`src/rtl/eth_clk_rst_seq.sv`:
```
// Ethernet PLL power-up/relock sequencer: pulses the PLL reset, waits for stable lock,
// then releases the Ethernet domain reset; re-initialises the PLL on lock loss or timeout.
module eth_clk_rst_seq #(
    parameter int PLL_RST_CYCLES      = 16,
    parameter int LOCK_STABLE_CYCLES  = 1024,
    parameter int LOCK_TIMEOUT_CYCLES = 1000000,
    parameter int CNT_W               = 20
) (
    input  logic       clk,
    input  logic       rst,
    input  logic       pll_lock_i,
    output logic       pll_rst_o,
    output logic       eth_rst_o,
    output logic       ready_o,
    output logic       timeout_o,
    output logic [7:0] retry_cnt_o
);

    typedef enum logic [3:0] {
        ST_PLL_RST   = 4'b0001,
        ST_WAIT_LOCK = 4'b0010,
        ST_STABLE    = 4'b0100,
        ST_RUN       = 4'b1000
    } state_t;

    localparam logic [CNT_W-1:0] RST_LAST  = CNT_W'(PLL_RST_CYCLES - 1);
    localparam logic [CNT_W-1:0] STAB_LAST = CNT_W'(LOCK_STABLE_CYCLES - 1);
    localparam logic [CNT_W-1:0] TO_LAST   = CNT_W'(LOCK_TIMEOUT_CYCLES - 1);

    state_t             state, state_nxt;
    logic               lock_meta, lock_s;
    logic [CNT_W-1:0]   rst_cnt, rst_cnt_nxt;
    logic [CNT_W-1:0]   to_cnt, to_cnt_nxt;
    logic [CNT_W-1:0]   stab_cnt, stab_cnt_nxt;
    logic               timeout_nxt;
    logic               retry_inc;
    logic [7:0]         retry_nxt;

    // Two-flop synchronizer for the asynchronous PLL lock.
    always_ff @(posedge clk) begin
        if (rst) begin
            lock_meta <= 1'b0;
            lock_s    <= 1'b0;
        end else begin
            lock_meta <= pll_lock_i;
            lock_s    <= lock_meta;
        end
    end

    always_comb begin
        state_nxt    = state;
        rst_cnt_nxt  = rst_cnt;
        to_cnt_nxt   = to_cnt;
        stab_cnt_nxt = stab_cnt;
        timeout_nxt  = 1'b0;
        retry_inc    = 1'b0;
        case (state)
            ST_PLL_RST: begin
                if (rst_cnt == RST_LAST) begin
                    state_nxt   = ST_WAIT_LOCK;
                    rst_cnt_nxt = '0;
                    to_cnt_nxt  = '0;
                end else begin
                    rst_cnt_nxt = rst_cnt + CNT_W'(1);
                end
            end
            // Timeout compares with >= so an attempt that overshoots the last count still retries.
            ST_WAIT_LOCK: begin
                to_cnt_nxt = to_cnt + CNT_W'(1);
                if (lock_s) begin
                    state_nxt    = ST_STABLE;
                    stab_cnt_nxt = '0;
                end else if (to_cnt >= TO_LAST) begin
                    state_nxt   = ST_PLL_RST;
                    rst_cnt_nxt = '0;
                    timeout_nxt = 1'b1;
                    retry_inc   = 1'b1;
                end
            end
            ST_STABLE: begin
                to_cnt_nxt   = to_cnt + CNT_W'(1);
                stab_cnt_nxt = stab_cnt + CNT_W'(1);
                if (!lock_s) begin
                    state_nxt = ST_WAIT_LOCK;
                end else if (stab_cnt == STAB_LAST) begin
                    state_nxt = ST_RUN;
                end else if (to_cnt >= TO_LAST) begin
                    state_nxt   = ST_PLL_RST;
                    rst_cnt_nxt = '0;
                    timeout_nxt = 1'b1;
                    retry_inc   = 1'b1;
                end
            end
            ST_RUN: begin
                if (!lock_s) begin
                    state_nxt   = ST_PLL_RST;
                    rst_cnt_nxt = '0;
                    retry_inc   = 1'b1;
                end
            end
            default: begin
                state_nxt   = ST_PLL_RST;
                rst_cnt_nxt = '0;
            end
        endcase
    end

    always_comb begin
        retry_nxt = retry_cnt_o;
        if (retry_inc && (retry_cnt_o != 8'hFF)) begin
            retry_nxt = retry_cnt_o + 8'd1;
        end
    end

    // Outputs are registered from the next state so each one leaves a flop directly.
    always_ff @(posedge clk) begin
        if (rst) begin
            state       <= ST_PLL_RST;
            rst_cnt     <= '0;
            to_cnt      <= '0;
            stab_cnt    <= '0;
            pll_rst_o   <= 1'b1;
            eth_rst_o   <= 1'b1;
            ready_o     <= 1'b0;
            timeout_o   <= 1'b0;
            retry_cnt_o <= '0;
        end else begin
            state       <= state_nxt;
            rst_cnt     <= rst_cnt_nxt;
            to_cnt      <= to_cnt_nxt;
            stab_cnt    <= stab_cnt_nxt;
            pll_rst_o   <= (state_nxt == ST_PLL_RST);
            eth_rst_o   <= (state_nxt != ST_RUN);
            ready_o     <= (state_nxt == ST_RUN);
            timeout_o   <= timeout_nxt;
            retry_cnt_o <= retry_nxt;
        end
    end

endmodule

```
`config.mk`:
```
export PLATFORM = sky130hd
export DESIGN_NAME = eth_clk_rst_seq
export DESIGN_NICKNAME = d
export VERILOG_FILES = /design/src/rtl/eth_clk_rst_seq.sv
export SDC_FILE = /design/constraint.sdc
export NUM_CORES = 1
export LEC_CHECK = 0
export BUFFER_PORTS_ARGS = -buffer_cell sky130_fd_sc_hd__buf_2
export CORE_UTILIZATION = 42
export DETAILED_ROUTE_END_ITERATION = 16
export SLEW_MARGIN = 25
export SYNTH_ARGS = -nofsm -noshare
export SYNTH_HDL_FRONTEND = slang
export SYNTH_SLANG_ARGS = --single-unit
```
`constraint.sdc`:
```
create_clock -name clk -period 3.3 [get_ports clk]
set_input_delay 0.165 -clock clk [delete_from_list [all_inputs] [get_ports clk]]
set_output_delay 0.165 -clock clk [all_outputs]
set_load 0.01 [all_outputs]
```
# Yosys cells after proc, flatten, opt, wreduce, memory -nomap -nowiden
# Index checks and enable logic that the tools add are counted.
# Widths: inputs -> output; s select.
[word_totals]
inputBits = 3
ff_bits = 78
[classes]
n_eq_ne = 16
muxes = 25
addsub = 4
magnitude_cmp = 1
n_reduce_logical = 7
[op_table]
columns = ["operator", "count"]
rows = [
  ["$mux 20", 8],
  ["$pmux 20 s2", 2],
  ["$pmux 20 s4", 1],
  ["$add 20x1->20 const B", 3],
  ["$mux 4", 6],
  ["$eq 20x10->1 const B", 1],
  ["$eq 20x4->1 const B", 1],
  ["$ge 20x20->1 const B", 1],
  ["$pmux 4 s4", 1],
  ["$ne 2x2->1 const B", 6],
  ["$add 8x1->8 const B", 1],
  ["$eq 4x1->1 const B", 2],
  ["$eq 4x4->1 const B", 2],
  ["$ne 8x8->1 const B", 1],
  ["$mux 1", 5],
  ["$eq 4x2->1 const B", 1],
  ["$eq 4x3->1 const B", 1],
  ["$ne 4x4->1 const B", 1],
  ["$reduce_and 2->1", 2],
  ["$reduce_and 4->1", 1],
  ["$reduce_bool 2->1", 2],
  ["$pmux 1 s3", 1],
  ["$pmux 1 s2", 1],
  ["$reduce_or 2->1", 1],
  ["$logic_and 1x1->1", 1],
]

# Logic depth before layout (Yosys ltp)
[logic_depth]
word_depth = 6
depth_mapped = 10

# Worst setup path before layout
# OpenSTA, ideal clock, no wires.
[synth_path]
kind = "reg-to-reg"
from = "register state[3]"
to = "register to_cnt[17]"
setup_slack_ns = 0.902
arrival_time_ns = 2.327
path_stages_with_launch = 9
n_path_buf = 3
synth_period_minus_slack_ns = 2.398
setup_time_ns = 0.071
path_cell_list = "dfxtp_1 -> buf_6 -> or4b_4 -> or3_1 -> buf_6 -> a211o_4 -> buf_6 -> or3_1 -> a21oi_1"
[synth_between]
elab_chain_len = 4
[synth_rtl]
columns = ["item", "line", "source"]
rows = [
  ["from (decl)", "30", "state_t state, state_nxt;"],
  ["from (signal assigned)", "128", "state <= state_nxt;"],
  ["$eq 4x3->1 / $eq 4x2->1 (equally long branches)", "57", "case (state)"],
  ["$reduce_or 2->1 (no source line)", "-", ""],
  ["$reduce_bool 2->1 (no source line)", "-", ""],
  ["$reduce_and 2->1 (no source line)", "-", ""],
  ["to (signal assigned)", "130", "to_cnt <= to_cnt_nxt;"],
  ["to (decl)", "33", "logic [CNT_W-1:0] to_cnt, to_cnt_nxt;"],
]
# Several ways; a longest one is shown, not always the timed one.
# A chain may end at the register's enable or synchronous reset.

# Final worst setup path
[layout_path]
from = "register state[2]"
to = "register retry_cnt_o[5]"
[layout_between]
elab_chain_len = 3
[layout_rtl]
columns = ["item", "line", "source"]
rows = [
  ["$eq 4x4->1 (tied with other cells)", "57", ""],
  ["$pmux 1 s3 (*)", "57", ""],
  ["$logic_and 1x1->1 (*)", "110", "if (retry_inc && (retry_cnt_o != 8'hFF)) begin"],
  ["to (signal assigned)", "136", "retry_cnt_o <= retry_nxt;"],
  ["to (decl)", "16", "output logic [7:0] retry_cnt_o"],
]
# Every way passes the cells marked *; elsewhere a longest branch is shown, timed or not.

==> flow_summary_export.csv <==
group,metric,value,unit
run_status,status,"finished clean",
clock_tree,cts_hold_buffers,0,
sta,worst_pin_slew,0.673,ns
sta,rsz0062_at_grt,"no",
floorplanning,start_util,43.4,%
grt,overflow,0,
logic_synthesis,synth_area_leaders,"dfxtp_1 39%, a21oi_1 5.1%, nand2_1 4.2%",
sta,finalCritPeriodShare,83.6,%
floorplanning,die_area,9980,um2
floorplanning,die_w,99.9,um
clock_tree,cts-root-buf,"clkbuf_8",
logic_synthesis,yosysTopAreaCell,"dfxtp_1",
place,place.gp.congestion,0.837,
finish,fin_cells,639,
run,drv_cap,0,
sta,fin_worst_skew,0.0121,ns
finish,antenna_cells,0,
sta,drv_slew,0,
drt,route.detailed.drc,0,
place,port_buffers,14,
clock_tree,cts_tree,"yes",
grt,grt_pass1_vias,3272,
clock_tree,cts_setup_buffers,0,
sta,slew_headroom,55.0,%
logic_synthesis,synth-seq-area-share,38.8,%
clock_tree,cts_buffer_depth,2,
logic_synthesis,synthArstFlopShare,0,%
logic_synthesis,syn_inst,492,
finish,mostFrequentLayoutCells,"78 x dfxtp_1, 45 x nand2_1, 45 x nor2_1, 41 x a21oi_1, 32 x nand3_1",
drt,wl_per_cell,14.0,um
sta,setup_viol_count_final,0,
floorplanning,pin_count,15,
clock_tree,numCtsBuffers,9,
floorplanning,chipHeight,99.9,um
grt,grt_first_pass_wirelength,14800,um
critical_path,slowest_delay,0.70,ns
grt,antenna_found_initial,0,
critical_path,required,3.54,ns
critical_path,path_cells,"or4b_1, a21oi_1, nand3_1, a2111oi_0, mux2_2",
grt,grt_use_total,18.3,%
logic_synthesis,synth_top_area_share,38.8,%
finish,syn_to_final_growth,11.1,%
logic_synthesis,netlist_area,4030,um2
drt,num_vias,3678,
logic_synthesis,avgSynthCellArea,8.18,um2
drt,first_pass_iters,5,
logic_synthesis,synth_nets,499,
logic_synthesis,ys_ff_latch,78,
clock_tree,clk_pin_slew,0.09,ns
place,dp.cells,624,
critical_path,arrival,3.00,ns
finish,layout-drive-gt1-share,12.9,%
finish,fin_nets,513,
finish,final_common_cell,"dfxtp_1",
grt,grt_max_degree,40,
critical_path,crit_slowest_cell,"or4b_1",
floorplanning,rows,35,
sta,fin_setup_tns,0,ns
logic_synthesis,synth_warnings,0,
clock_tree,cts_resized,0,
critical_path,crit_buf_inv,0,
logic_synthesis,synth.distinct_cells,57,
floorplanning,core,9280,um2
logic_synthesis,synth_edf_count,0,
pwr,vdd_drop_max,0.235,mV
drt,wl,8950,um
sta,hold_viol,0,
sta,fmax,362,MHz
clock_tree,htreeDepth,3,
drt,drt_iter0_drc,148,
critical_path,crit_path_end_kind,"flip-flop",
drt,ant_nets,0,
pwr,p_leak,1.44,nW
place,dpl.hpwl,6200,um
clock_tree,cts.sinks,78,
sta,period_minus_slack,2.76,ns
critical_path,crit_family,"simple AND/OR/NAND/NOR gates",
drt,vias_per_cell,5.76,
worst_hold_path,min_path_type,"primary input to flip-flop",
critical_path,cp-start-kind,"flip-flop",
pwr,powerDensity,418,nW/um2
logic_synthesis,synth-main-ff-cell,"dfxtp_1",
critical_path,crit_fanout,14,
critical_path,path_class,"flip-flop to flip-flop",
clock_tree,clk_latency,0.35,ns
==> worst paths after layout <==
| kind | cells past startpoint | endpoint | slack (ns) | from |
|---|---|---|---|---|
| worst min register to register | 1 | lock_s$_SDFF_PP0_ | 0.46 | lock_meta$_SDFF_PP0_ |
| worst min-delay path | 2 | lock_meta$_SDFF_PP0_ | 0.04 | pll_lock_i |
| worst max register to register | 5 | retry_cnt_o[5]$_SDFFE_PP0P_ | 0.54 | state[2]$_SDFF_PP0_ |
| worst max-delay path | 5 | retry_cnt_o[5]$_SDFFE_PP0P_ | 0.54 | state[2]$_SDFF_PP0_ |
==> Yosys cell counts, types with 4 or more instances <==
cell and n:
a21oi_1 41, nor3_1 13, or3_1 19, clkbuf_1 14, nand2_1 45, ha_1 4
a31oi_1 10, and4_1 7, or4_1 10, a311oi_1 4, xnor2_1 12, o31ai_1 10
buf_6 4, and3_1 7, nor2_1 45, o21ai_0 28, a211oi_1 10, inv_1 9
mux2_2 11, nand3_1 32, nand4_1 14, nor2b_1 8, nor4_1 6, dfxtp_1 78
==> cell families (layout without fill, tap and decap cells) <==
logic type,after synthesis,after routing,share of synthesized area [%]
and+or+nand+nor,225,225,29.9
adders and majority gates,4,4,1.24
xor gates and xnor gates,15,15,3.26
DFF,78,78,38.8
muxes,11,11,3.08
buffers and inverters,32,50,3.92
AOI/OAI and AO/OA,127,127,19.8
==> metrics by stage <==
stage	util, %	setup WS [ns]	hold WS, ns	total power (W)	area (um2)
5_1_grt	48.2	0.316	0.0275	0.00193	4470
3_3_place_gp	45.5	0.646	0.383	0.00100	4230
6_report	48.2	0.541	0.0397	0.00187	4470
4_1_cts	48.2	0.559	0.0293	0.00190	4470
3_5_place_dp	45.5	0.587	0.395	0.00101	4230
2_1_floorplan	-	0.902	0.293	0.000994	4030
==> report_power, final <==
part | leakage, nW | total [W] | switching, W | internal [W]
Sequential | 0.629 | 0.000949 | 0.00000425 | 0.000944
Clock | 0.123 | 0.000885 | 0.000362 | 0.000522
Combinational | 0.685 | 0.0000340 | 0.0000242 | 0.00000981
Total | 1.44 | 0.00187 | 0.000391 | 0.00148
==> sequential cells by signal (all words and copies together), names as in the netlist <==
signal       cells
eth_rst_o        1
lock_s           1
to_cnt          20
state            4
rst_cnt         20
lock_meta        1
ready_o          1
retry_cnt_o      8
stab_cnt        20
pll_rst_o        1
timeout_o        1
==> layer usage <==
layer	track usage, %	part of all wire [%]	vias up
li1	-	-	1857
met1	23.3	49	1757
met2	31.4	48	59
met3	3.13	3.1	5
met4	6.11	0.79	0
met5	0	0	-
==> layout make-up <==
type                    count  area, um2
clock buffers              10        138
clock inverters             5        108
fillers                   952       4810
inverters                  10       37.5
multi-input cells         382       2310
flip-flops and latches     78       1560
well taps                 129        161
repair buffers             25        153
Note: power is estimated with default switching activity, not from simulation.
